`src/rtl/matmul_pkg.sv`:
```
// matmul_pkg: shared state encoding and default sizes for the matmul tile scheduler
package matmul_pkg;
  typedef enum logic [2:0] {IDLE, SETUP, ISSUE, WAIT, RELEASE, ADVANCE, DONE} state_t;
  localparam int AWIDTH_DEF = 16;
  localparam int CNT_WIDTH_DEF = 8;
  localparam int TIMEOUT_CYCLES_DEF = 4096;
endpackage

```
`src/rtl/matmul_tile_scheduler_tile_addr_gen.sv`:
```
// tile_addr_gen: k-n-m tile index counters with incremental BRAM A/B/C address registers
module tile_addr_gen import matmul_pkg::*; #(
  parameter int AWIDTH = AWIDTH_DEF,
  parameter int CNT_WIDTH = CNT_WIDTH_DEF
) (
  input  logic                 clk,
  input  logic                 reset,
  input  logic                 load,
  input  logic                 step,
  input  logic [CNT_WIDTH-1:0] cnt_m,
  input  logic [CNT_WIDTH-1:0] cnt_n,
  input  logic [CNT_WIDTH-1:0] cnt_k,
  input  logic [AWIDTH-1:0]    base_a,
  input  logic [AWIDTH-1:0]    base_b,
  input  logic [AWIDTH-1:0]    base_c,
  input  logic [AWIDTH-1:0]    stride_a,
  input  logic [AWIDTH-1:0]    stride_b,
  input  logic [AWIDTH-1:0]    stride_c,
  output logic [CNT_WIDTH-1:0] tile_m,
  output logic [CNT_WIDTH-1:0] tile_n,
  output logic [CNT_WIDTH-1:0] tile_k,
  output logic [AWIDTH-1:0]    addr_a,
  output logic [AWIDTH-1:0]    addr_b,
  output logic [AWIDTH-1:0]    addr_c,
  output logic                 last
);
  logic [AWIDTH-1:0] row_a, col_b, nsb, nsb_calc;
  logic k_wrap, n_wrap;
  assign k_wrap = tile_k == cnt_k - 1'b1;
  assign n_wrap = tile_n == cnt_n - 1'b1;
  assign last = k_wrap && n_wrap && tile_m == cnt_m - 1'b1;
  // B steps by N*stride_b per k; formed once per job by shift-and-add
  always_comb begin
    nsb_calc = '0;
    for (int i = 0; i < CNT_WIDTH; i++) nsb_calc = cnt_n[i] ? nsb_calc + (stride_b << i) : nsb_calc;
  end
  always_ff @(posedge clk or posedge reset) begin
    if (reset) begin
      tile_m <= '0;
      tile_n <= '0;
      tile_k <= '0;
      addr_a <= '0;
      addr_b <= '0;
      addr_c <= '0;
      row_a  <= '0;
      col_b  <= '0;
      nsb    <= '0;
    end else if (load) begin
      tile_m <= '0;
      tile_n <= '0;
      tile_k <= '0;
      addr_a <= base_a;
      row_a  <= base_a;
      addr_b <= base_b;
      col_b  <= base_b;
      nsb    <= nsb_calc;
      addr_c <= base_c;
    end else if (step) begin
      if (!k_wrap) begin
        tile_k <= tile_k + 1'b1;
        addr_a <= addr_a + stride_a;
        addr_b <= addr_b + nsb;
      end else begin
        tile_k <= '0;
        addr_c <= addr_c + stride_c;
        if (!n_wrap) begin
          tile_n <= tile_n + 1'b1;
          addr_a <= row_a;
          addr_b <= col_b + stride_b;
          col_b  <= col_b + stride_b;
        end else begin
          tile_n <= '0;
          tile_m <= tile_m + 1'b1;
          addr_a <= addr_a + stride_a;
          row_a  <= addr_a + stride_a;
          addr_b <= base_b;
          col_b  <= base_b;
        end
      end
    end
  end
endmodule

```
`src/rtl/matmul_tile_scheduler.sv`:
```
// matmul_tile_scheduler: walks an MxNxK tile grid driving the 8x8 engine; MATMUL_SCHED_TIMEOUT_EN adds a WAIT/RELEASE watchdog and error
module matmul_tile_scheduler import matmul_pkg::*; #(
  parameter int AWIDTH = AWIDTH_DEF,
  parameter int CNT_WIDTH = CNT_WIDTH_DEF
`ifdef MATMUL_SCHED_TIMEOUT_EN
  , parameter int TIMEOUT_CYCLES = TIMEOUT_CYCLES_DEF
`endif
) (
  input  logic                 clk,
  input  logic                 reset,
  input  logic                 start,
  input  logic                 clear_done,
  input  logic [CNT_WIDTH-1:0] num_m_tiles,
  input  logic [CNT_WIDTH-1:0] num_n_tiles,
  input  logic [CNT_WIDTH-1:0] num_k_tiles,
  input  logic [AWIDTH-1:0]    base_a,
  input  logic [AWIDTH-1:0]    base_b,
  input  logic [AWIDTH-1:0]    base_c,
  input  logic [AWIDTH-1:0]    tile_stride_a,
  input  logic [AWIDTH-1:0]    tile_stride_b,
  input  logic [AWIDTH-1:0]    tile_stride_c,
  input  logic                 mm_done,
  output logic                 mm_start,
  output logic [AWIDTH-1:0]    mm_addr_a,
  output logic [AWIDTH-1:0]    mm_addr_b,
  output logic [AWIDTH-1:0]    mm_addr_c,
  output logic                 mm_accumulate,
  output logic [CNT_WIDTH-1:0] tile_m,
  output logic [CNT_WIDTH-1:0] tile_n,
  output logic [CNT_WIDTH-1:0] tile_k,
  output logic                 busy,
  output logic                 done,
  output logic [15:0]          runs_done
`ifdef MATMUL_SCHED_TIMEOUT_EN
  , output logic               error
`endif
);
  state_t state, next;
  logic [CNT_WIDTH-1:0] cfg_m, cfg_n, cfg_k;
  logic [AWIDTH-1:0] cfg_ba, cfg_bb, cfg_bc, cfg_sa, cfg_sb, cfg_sc;
  logic last, timeout, accept;
  assign accept = state == IDLE && start;
  assign busy = state != IDLE && state != DONE;
  assign done = state == DONE;
  assign mm_accumulate = tile_k != '0;
`ifdef MATMUL_SCHED_TIMEOUT_EN
  logic [15:0] wd;
  assign timeout = (state == WAIT || state == RELEASE) && wd == 16'(TIMEOUT_CYCLES - 1);
  always_ff @(posedge clk or posedge reset) begin
    if (reset) begin
      wd    <= '0;
      error <= 1'b0;
    end else begin
      wd    <= (next != state || !(state == WAIT || state == RELEASE)) ? '0 : wd + 1'b1;
      error <= (state == DONE && clear_done) ? 1'b0 : timeout ? 1'b1 : error;
    end
  end
`else
  assign timeout = 1'b0;
`endif
  always_comb begin
    next = state;
    case (state)
      IDLE:    next = !start ? IDLE : (num_m_tiles == '0 || num_n_tiles == '0 || num_k_tiles == '0) ? DONE : SETUP;
      SETUP:   next = ISSUE;
      ISSUE:   next = WAIT;
      WAIT:    next = mm_done ? RELEASE : timeout ? DONE : WAIT;
      RELEASE: next = !mm_done ? ADVANCE : timeout ? DONE : RELEASE;
      ADVANCE: next = last ? DONE : ISSUE;
      DONE:    next = clear_done ? IDLE : DONE;
      default: next = IDLE;
    endcase
  end
  always_ff @(posedge clk or posedge reset) begin
    if (reset) begin
      state     <= IDLE;
      mm_start  <= 1'b0;
      runs_done <= '0;
    end else begin
      state     <= next;
      mm_start  <= next == WAIT;
      runs_done <= accept ? '0 : (state == WAIT && mm_done) ? runs_done + 1'b1 : runs_done;
    end
  end
  // job configuration is captured once so host writes mid-job are harmless
  always_ff @(posedge clk) begin
    if (accept) begin
      cfg_m  <= num_m_tiles;
      cfg_n  <= num_n_tiles;
      cfg_k  <= num_k_tiles;
      cfg_ba <= base_a;
      cfg_bb <= base_b;
      cfg_bc <= base_c;
      cfg_sa <= tile_stride_a;
      cfg_sb <= tile_stride_b;
      cfg_sc <= tile_stride_c;
    end
  end
  tile_addr_gen #(.AWIDTH(AWIDTH), .CNT_WIDTH(CNT_WIDTH)) u_gen (
    .clk(clk), .reset(reset), .load(state == SETUP), .step(state == ADVANCE && !last),
    .cnt_m(cfg_m), .cnt_n(cfg_n), .cnt_k(cfg_k),
    .base_a(cfg_ba), .base_b(cfg_bb), .base_c(cfg_bc),
    .stride_a(cfg_sa), .stride_b(cfg_sb), .stride_c(cfg_sc),
    .tile_m(tile_m), .tile_n(tile_n), .tile_k(tile_k),
    .addr_a(mm_addr_a), .addr_b(mm_addr_b), .addr_c(mm_addr_c), .last(last)
  );
endmodule
```
`config.mk`:
```
export PLATFORM = sky130hd
export DESIGN_NAME = matmul_tile_scheduler
export DESIGN_NICKNAME = d
export VERILOG_FILES = /design/src/rtl/matmul_pkg.sv /design/src/rtl/matmul_tile_scheduler_tile_addr_gen.sv /design/src/rtl/matmul_tile_scheduler.sv
export SDC_FILE = /design/constraint.sdc
export NUM_CORES = 1
export LEC_CHECK = 0
export ABC_AREA = 1
export CAP_MARGIN = 0
export CORE_ASPECT_RATIO = 1.4
export CORE_MARGIN = 1
export CORE_UTILIZATION = 55
export DETAILED_ROUTE_END_ITERATION = 10
export DONT_BUFFER_PORTS = 1
export PLACE_DENSITY = 0.7
export SKIP_LAST_GASP = 1
export SLEW_MARGIN = 20
export SYNTH_ARGS = -nofsm -noshare
export SYNTH_HDL_FRONTEND = slang
export SYNTH_SLANG_ARGS = --single-unit
export TNS_END_PERCENT = 10
```
`constraint.sdc`:
```
create_clock -name clk -period 14.4 [get_ports clk]
set_clock_uncertainty 0.05 [all_clocks]
set_input_delay 2.88 -clock clk [delete_from_list [all_inputs] [get_ports clk]]
set_output_delay 2.88 -clock clk [all_outputs]
set_load 0.05 [all_outputs]
```
# Word-level counts from Yosys, hierarchy flattened
# Index checks and enable logic that the tools add are counted.
# Widths: inputs -> output; s select.
[word_totals] out_inout_bits=92 rom_bits=0 mem_bits_rw=0 wordCells=116 latch_bits=0 memories=0 in_bits=125 ff_bits=260
[classes] shifts=0 addsub=18 magnitude_cmp=0 eq_ne=11 div=0 mul=0 n_bitwise=0 n_mux=45 n_reduce_logical=21
[ops] op="$mux 16" count=27
[ops] op="$add 16x16->16" count=11
[ops] op="$mux 8" count=11
[ops] op="$add 8x1->8 const B" count=3
[ops] op="$eq 8x8->1" count=3
[ops] op="$logic_not 8->1" count=3
[ops] op="$sub 8x1->8 const B" count=3
[ops] op="$pmux 3 s7" count=1
[ops] op="$add 16x1->16 const B" count=1
[ops] op="$mux 3" count=5
[ops] op="$eq 3x2->1 const B" count=3
[ops] op="$eq 3x3->1 const B" count=3
[ops] op="$reduce_bool 2->1" count=4
[ops] op="$reduce_bool 8->1" count=1
[ops] op="$logic_and 1x1->1" count=6
[ops] op="$eq 3x1->1 const B" count=1
[ops] op="$logic_not 3->1" count=1
[ops] op="$ne 3x3->1 const B" count=1
[ops] op="$reduce_and 3->1" count=1
[ops] op="$reduce_bool 3->1" count=1
[ops] op="$logic_or 1x1->1" count=2
[ops] op="$reduce_and 2->1" count=1
[ops] op="$logic_not 1->1" count=1
[ops] op="$mux 1" count=1

# Depth between registers and ports, before layout
[logic_depth] ltp_word=15 mapped_depth=66 ltp_nobuf=65

# Hierarchy
# Synthesis repeated with hierarchy kept, for this count alone.
[unflattened] hier_cells=2453 hier_area_um2=18964.4
[by_module_without_submodules] mod="tile_addr_gen" area_each_um2=14119.8 instances=1 seq_area_each_um2=3002.9 cells_each=2148
[by_module_without_submodules] mod="matmul_tile_scheduler" area_each_um2=4844.6 instances=1 seq_area_each_um2=4103.9 cells_each=305

# Worst setup path before layout
# OpenSTA, ideal clock, no wires.
[synth_timing] path_kind="register -> register" start="register cfg_n[0]" end="register u_gen.nsb[15]" synth_period_minus_slack_ps=8375 stages_incl_launch_ff=59 required_time_ps=14232 slack_ps=6025 setup_time_ps=118 path_buffers=2 arrival_time_ps=8206 cell_sequence="edfxtp_1 > buf_2 > buf_1 > nand2_1 > inv_1 > ha_1 > fa_1 > nand2_1 > nand3_1 > xor2_1 > o21ai_0 > ha_1 > a21oi_1 > nand2_1 > a21boi_0 > xnor2_1 > nand2_1 > nand2_1 > (+23 left out) > o21ai_0 > a21oi_1 > xnor2_1 > nand2_1 > nand2_1 > ha_1 > nand2_1 > inv_1 > nand4_1 > o211ai_1 > nand2_1 > nand2_1 > o21ai_0 > nand2_1 > inv_1 > nand3_1 > nand3_1 > nand2_1"
[synth_between] elab_chain_cells=15
[synth_lines] element="start, declared" line="matmul_tile_scheduler.sv:39" rtl="logic [CNT_WIDTH-1:0] cfg_m, cfg_n, cfg_k;"
[synth_lines] element="start signal, assigned" line="matmul_tile_scheduler.sv:89" rtl="cfg_n <= num_n_tiles;"
[synth_lines] element="$mux 16 (*)" line="matmul_tile_scheduler_tile_addr_gen.sv:35" rtl="for (int i = 0; i < CNT_WIDTH; i++) nsb_calc = cnt_n[i] ? nsb_calc + (stride_b << i) : nsb_calc;"
[synth_lines] element="$add 16x16->16" line="matmul_tile_scheduler_tile_addr_gen.sv:35"
[synth_lines] element="$mux 16 (*)" line="matmul_tile_scheduler_tile_addr_gen.sv:35"
[synth_lines] element="$add 16x16->16" line="matmul_tile_scheduler_tile_addr_gen.sv:35"
[synth_lines] element="$mux 16 (*)" line="matmul_tile_scheduler_tile_addr_gen.sv:35"
[synth_lines] element="$add 16x16->16" line="matmul_tile_scheduler_tile_addr_gen.sv:35"
[synth_lines] element="$mux 16 (*)" line="matmul_tile_scheduler_tile_addr_gen.sv:35"
[synth_lines] element="$add 16x16->16" line="matmul_tile_scheduler_tile_addr_gen.sv:35"
[synth_lines] element="$mux 16 (*)" line="matmul_tile_scheduler_tile_addr_gen.sv:35"
[synth_lines] element="$add 16x16->16" line="matmul_tile_scheduler_tile_addr_gen.sv:35"
[synth_lines] element="$mux 16 (*)" line="matmul_tile_scheduler_tile_addr_gen.sv:35"
[synth_lines] element="$add 16x16->16" line="matmul_tile_scheduler_tile_addr_gen.sv:35"
[synth_lines] element="$mux 16 (*)" line="matmul_tile_scheduler_tile_addr_gen.sv:35"
[synth_lines] element="$add 16x16->16" line="matmul_tile_scheduler_tile_addr_gen.sv:35"
[synth_lines] element="$mux 16 (*)" line="matmul_tile_scheduler_tile_addr_gen.sv:35"
[synth_lines] element="end signal, assigned" line="matmul_tile_scheduler_tile_addr_gen.sv:56" rtl="nsb <= nsb_calc;"
[synth_lines] element="end, declared" line="matmul_tile_scheduler_tile_addr_gen.sv:27" rtl="logic [AWIDTH-1:0] row_a, col_b, nsb, nsb_calc;"
# Every way passes the cells marked *; elsewhere a longest branch is shown, timed or not.
# A chain may end at the register's enable or synchronous reset.

# Final worst setup path
# Ends and elaborated chain as after synthesis.

==> results.md <==
- Status: finished, final reports clean
- Buffers from clock root to sink, at most: 3
- Proportion of synthesized chip area in sequential cells: 37.1%
- Slew headroom: 27.5%
- Worst Tran Pin Value: 1.09 ns
- Kind of end point of the critical path: register
- Die Ht: 223 µm
- Ratio of cells with drive above 1 in the final layout: 4.06%
- Worst reg2reg setup slack: 4.74 ns
- Startpoint Class: register
- Average wire length per cell after detail routing: 19.0 µm
- Number of synthesized flops with an enable pin: 120
- Yosys reg bits: 260
- Die boundary width: 160 µm
- Syn_nets: 2780
- Setup violators final: 0
- Detailed-route wire length on metal 1: 20400 µm
- Yosys warning count: 0
- Global-route congestion overflow total: 0
- Layout Area Growth over Synthesis: 6.73%
- Num ports: 217
- Area used by multi-input combinational logic: 10800 µm²
- Worst-path maximum fanout: 21
- Origin of the worst min-delay path: u_gen.row_a[14]
- Post-layout minimum cycle time: 9.66 ns
- Layout filler cell count: 3239
- Iteration count of the initial detailed-routing pass: 7
- Root buffer cell: sky130_fd_sc_hd__clkbuf_16
- Most used cells in the layout excluding fill and tap cells: sky130_fd_sc_hd__nand2_1 (674), sky130_fd_sc_hd__inv_1 (243), sky130_fd_sc_hd__nand3_1 (214)
- Residual DRC count: 0
- Post-route fraction of the period consumed by the critical path: 67.1%
- Clock-pin slew reported for the worst setup and hold paths after clock tree synthesis: 0.07 ns
- Global routing usage summed across all routing layers: 31.6%
- Total setup buffers inserted after CTS: 0
- Hold Violations, Final: 0
- TritonCTS clock tree: yes
- Site Rows: 80
- Worst ir drop on vdd: 0.181 mV
- Final HPWL from detailed placement: 41800 µm
- # Max-Cap Violations: 0
- Most frequent standard cell in the layout excluding fill and tap cells: sky130_fd_sc_hd__nand2_1
- Wire length of the first global-routing pass: 88600 µm
- Number of routed nets with antenna violations: 0
- Share of synthesized flip-flops with an asynchronous set or reset: 53.8%
- Final hold slack: 0.435 ns
- Power density over the cells: 276 nW/µm²
- Via count of the first global-routing pass: 17000
- Required arrival time at the worst endpoint: 14.78 ns
- Post-Syn Area per Cell: 7.66 µm²
- Placer's final routability congestion estimate: 0.956
- Max-slew violation count: 0
- Leakage: 9.68 nW
- Worst path max stage delay: 0.87 ns
- Cell area after synthesis: 19200 µm²
- Class of the tightest hold or removal check: reg -> reg
- Number of instances resized during post-cts repair: 0
- Cell variety after synth: 53
- Area of the die: 35600 µm²
- Worst Reg2Reg Path Length in Cells: 57
- Origin of the critical flop-to-flop path: cfg_n[0]
- Inst Count DP: 2891
- Number of I/O port buffers: 0
- Slowest library cell on the worst path: sky130_fd_sc_hd__edfxtp_1
- Sequential Area: 7110 µm²
- Per-cell via count in the routed design: 5.79
- Kind of critical path: reg -> reg
- Met3 WL: 3070 µm
- Wire length reported by the detailed router: 56000 µm
- Initial Util: 56.0%
- Clock sink count: 260
- Hold_buf cts: 0
- Summed negative setup slack over all endpoints: 0 ns
- H-tree depth reported by CTS: 1
- Crit path DAT: 10.04 ns
- Num CTS Buffers: 26
- Uppermost metal layer occupied by signal nets: met5
- Layout Cells excl Fill: 2945
- Total via count in the routed design: 17100
- Most used flip-flop cell after synthesis: sky130_fd_sc_hd__dfrtp_1
- Setup repair after global routing missed its margin: false
- Achievable Freq: 104 MHz
- Capture endpoint of the worst hold path: u_gen.row_a[14]
- Min-Delay Path Depth: 2
- Syn Inst Count: 2499
- Clock latency of the later-clocked register in the worst-skew pair: 0.56 ns
- CP most frequent cell: sky130_fd_sc_hd__nand2_1
- Core area: 34200 µm²
- Number of DRC markers in iteration 0: 1116
- Total Nets Final: 2749
- Met2 wire length: 29100 µm
- Initial antenna violation count: 11
- Maximum number of pins on one net before global-route repair: 100
- Endpoint of the lowest-slack register-to-register path: u_gen.nsb[15]
## area by class of cell
class | instances | share of cell area, %
Clock buffer | 30 | 3.41
Clock inverter | 18 | 1.16
Tap cell | 451 | 2.76
Inverter | 252 | 4.66
Sequential cell | 260 | 34.8
Multi-Input combinational cell | 1915 | 52.7
Antenna cell | 6 | 0.0734
Timing Repair Buffer | 13 | 0.477
## synth_stat cells, types with 7 or more instances
cell	count	area share (%)
sky130_fd_sc_hd__nand3b_1	18	0.71
sky130_fd_sc_hd__nor2_1	158	3.1
sky130_fd_sc_hd__o31ai_1	7	0.27
sky130_fd_sc_hd__nor4_1	13	0.42
sky130_fd_sc_hd__o21ai_1	20	0.52
sky130_fd_sc_hd__xor2_1	83	3.8
sky130_fd_sc_hd__or2_2	20	0.65
sky130_fd_sc_hd__nand3_1	214	5.6
sky130_fd_sc_hd__a21oi_1	155	4.0
sky130_fd_sc_hd__dfrtp_1	140	18
sky130_fd_sc_hd__buf_2	19	0.50
sky130_fd_sc_hd__nor3_1	31	0.81
sky130_fd_sc_hd__nand4_1	35	1.1
sky130_fd_sc_hd__edfxtp_1	120	19
sky130_fd_sc_hd__inv_1	246	4.8
sky130_fd_sc_hd__nand2_1	674	13
sky130_fd_sc_hd__buf_1	11	0.22
sky130_fd_sc_hd__clkbuf_1	34	0.67
sky130_fd_sc_hd__o21ai_0	163	4.3
sky130_fd_sc_hd__a31oi_1	10	0.33
sky130_fd_sc_hd__fa_1	11	1.1
sky130_fd_sc_hd__a21o_1	8	0.31
sky130_fd_sc_hd__o211ai_1	14	0.55
sky130_fd_sc_hd__and2_1	17	0.56
sky130_fd_sc_hd__o21a_1	16	0.63
sky130_fd_sc_hd__ha_1	145	9.5
sky130_fd_sc_hd__xnor2_1	50	2.3
## critical path, delay by kind of cell, from the launching register on
family	cells	cell delay, ns
DFF	1	0.87
xor gates and xnor gates	4	0.65
and+or+nand+nor	28	2.58
buffers and inverters	4	0.32
AOI/OAI and AO/OA	14	3.02
adders and majority gates	7	2.05
## per-layer routing
metal | vias up | global-route usage (%)
met2 | 505 | 58.7
li1 | 8334 | -
met5 | - | 0
met4 | 8 | 18.4
met3 | 172 | 5.26
met1 | 8035 | 33.2
## logic make-up after synthesis
group	share of synthesized area, %
flip-flops	37.1
adder cells (fa/ha/maj)	10.6
XOR/XNOR	6.08
buffers and inverters	6.72
AO/OA/AOI/OAI	12.0
AND/OR/NAND/NOR	27.1
multiplexers	0.314
## state kept, by name, summed over array words and instances (netlist names), 16 cells and up
register,flops
u_gen.col_b,16
cfg_bc,16
cfg_ba,16
u_gen.row_a,16
u_gen.addr_a,16
runs_done,16
cfg_sb,16
cfg_sa,16
u_gen.nsb,16
u_gen.addr_b,16
cfg_sc,16
cfg_bb,16
u_gen.addr_c,16
## power breakdown
group / total [W] / switching, W / internal, W
Combinational: 0.00341 / 0.00214 / 0.00127
Sequential: 0.00149 / 0.000485 / 0.00100
Clock: 0.000745 / 0.000305 / 0.000440
## metrics by stage
| step | instance area (µm²) | power, W | worst slack (ns) | utilization (%) |
|---|---|---|---|---|
| after detailed placement | 19500 | 0.00487 | 4.96 | 56.9 |
| final | 20400 | 0.00564 | 4.74 | 59.7 |
| after floorplan | 19200 | 0.00410 | 6.03 | - |
| after global placement | 19500 | 0.00480 | 5.13 | 56.9 |
| after CTS | 20400 | 0.00564 | 4.91 | 59.7 |
| after global routing | 20400 | 0.00617 | 3.68 | 59.7 |
## worst max-delay path by stage
stage | start | endpoint | slack (ns) | cells past startpoint
3_3_place_gp | cfg_n[0] | u_gen.nsb[15] | 5.13 | 56
4_1_cts | cfg_n[0] | u_gen.nsb[15] | 4.91 | 57
2_1_floorplan | cfg_n[0] | u_gen.nsb[15] | 6.03 | 58
3_5_place_dp | cfg_n[0] | u_gen.nsb[15] | 4.96 | 57
5_1_grt | cfg_n[0] | u_gen.nsb[15] | 3.68 | 57
6_report | cfg_n[0] | u_gen.nsb[15] | 4.74 | 57
(Power assumes the default switching activity.)
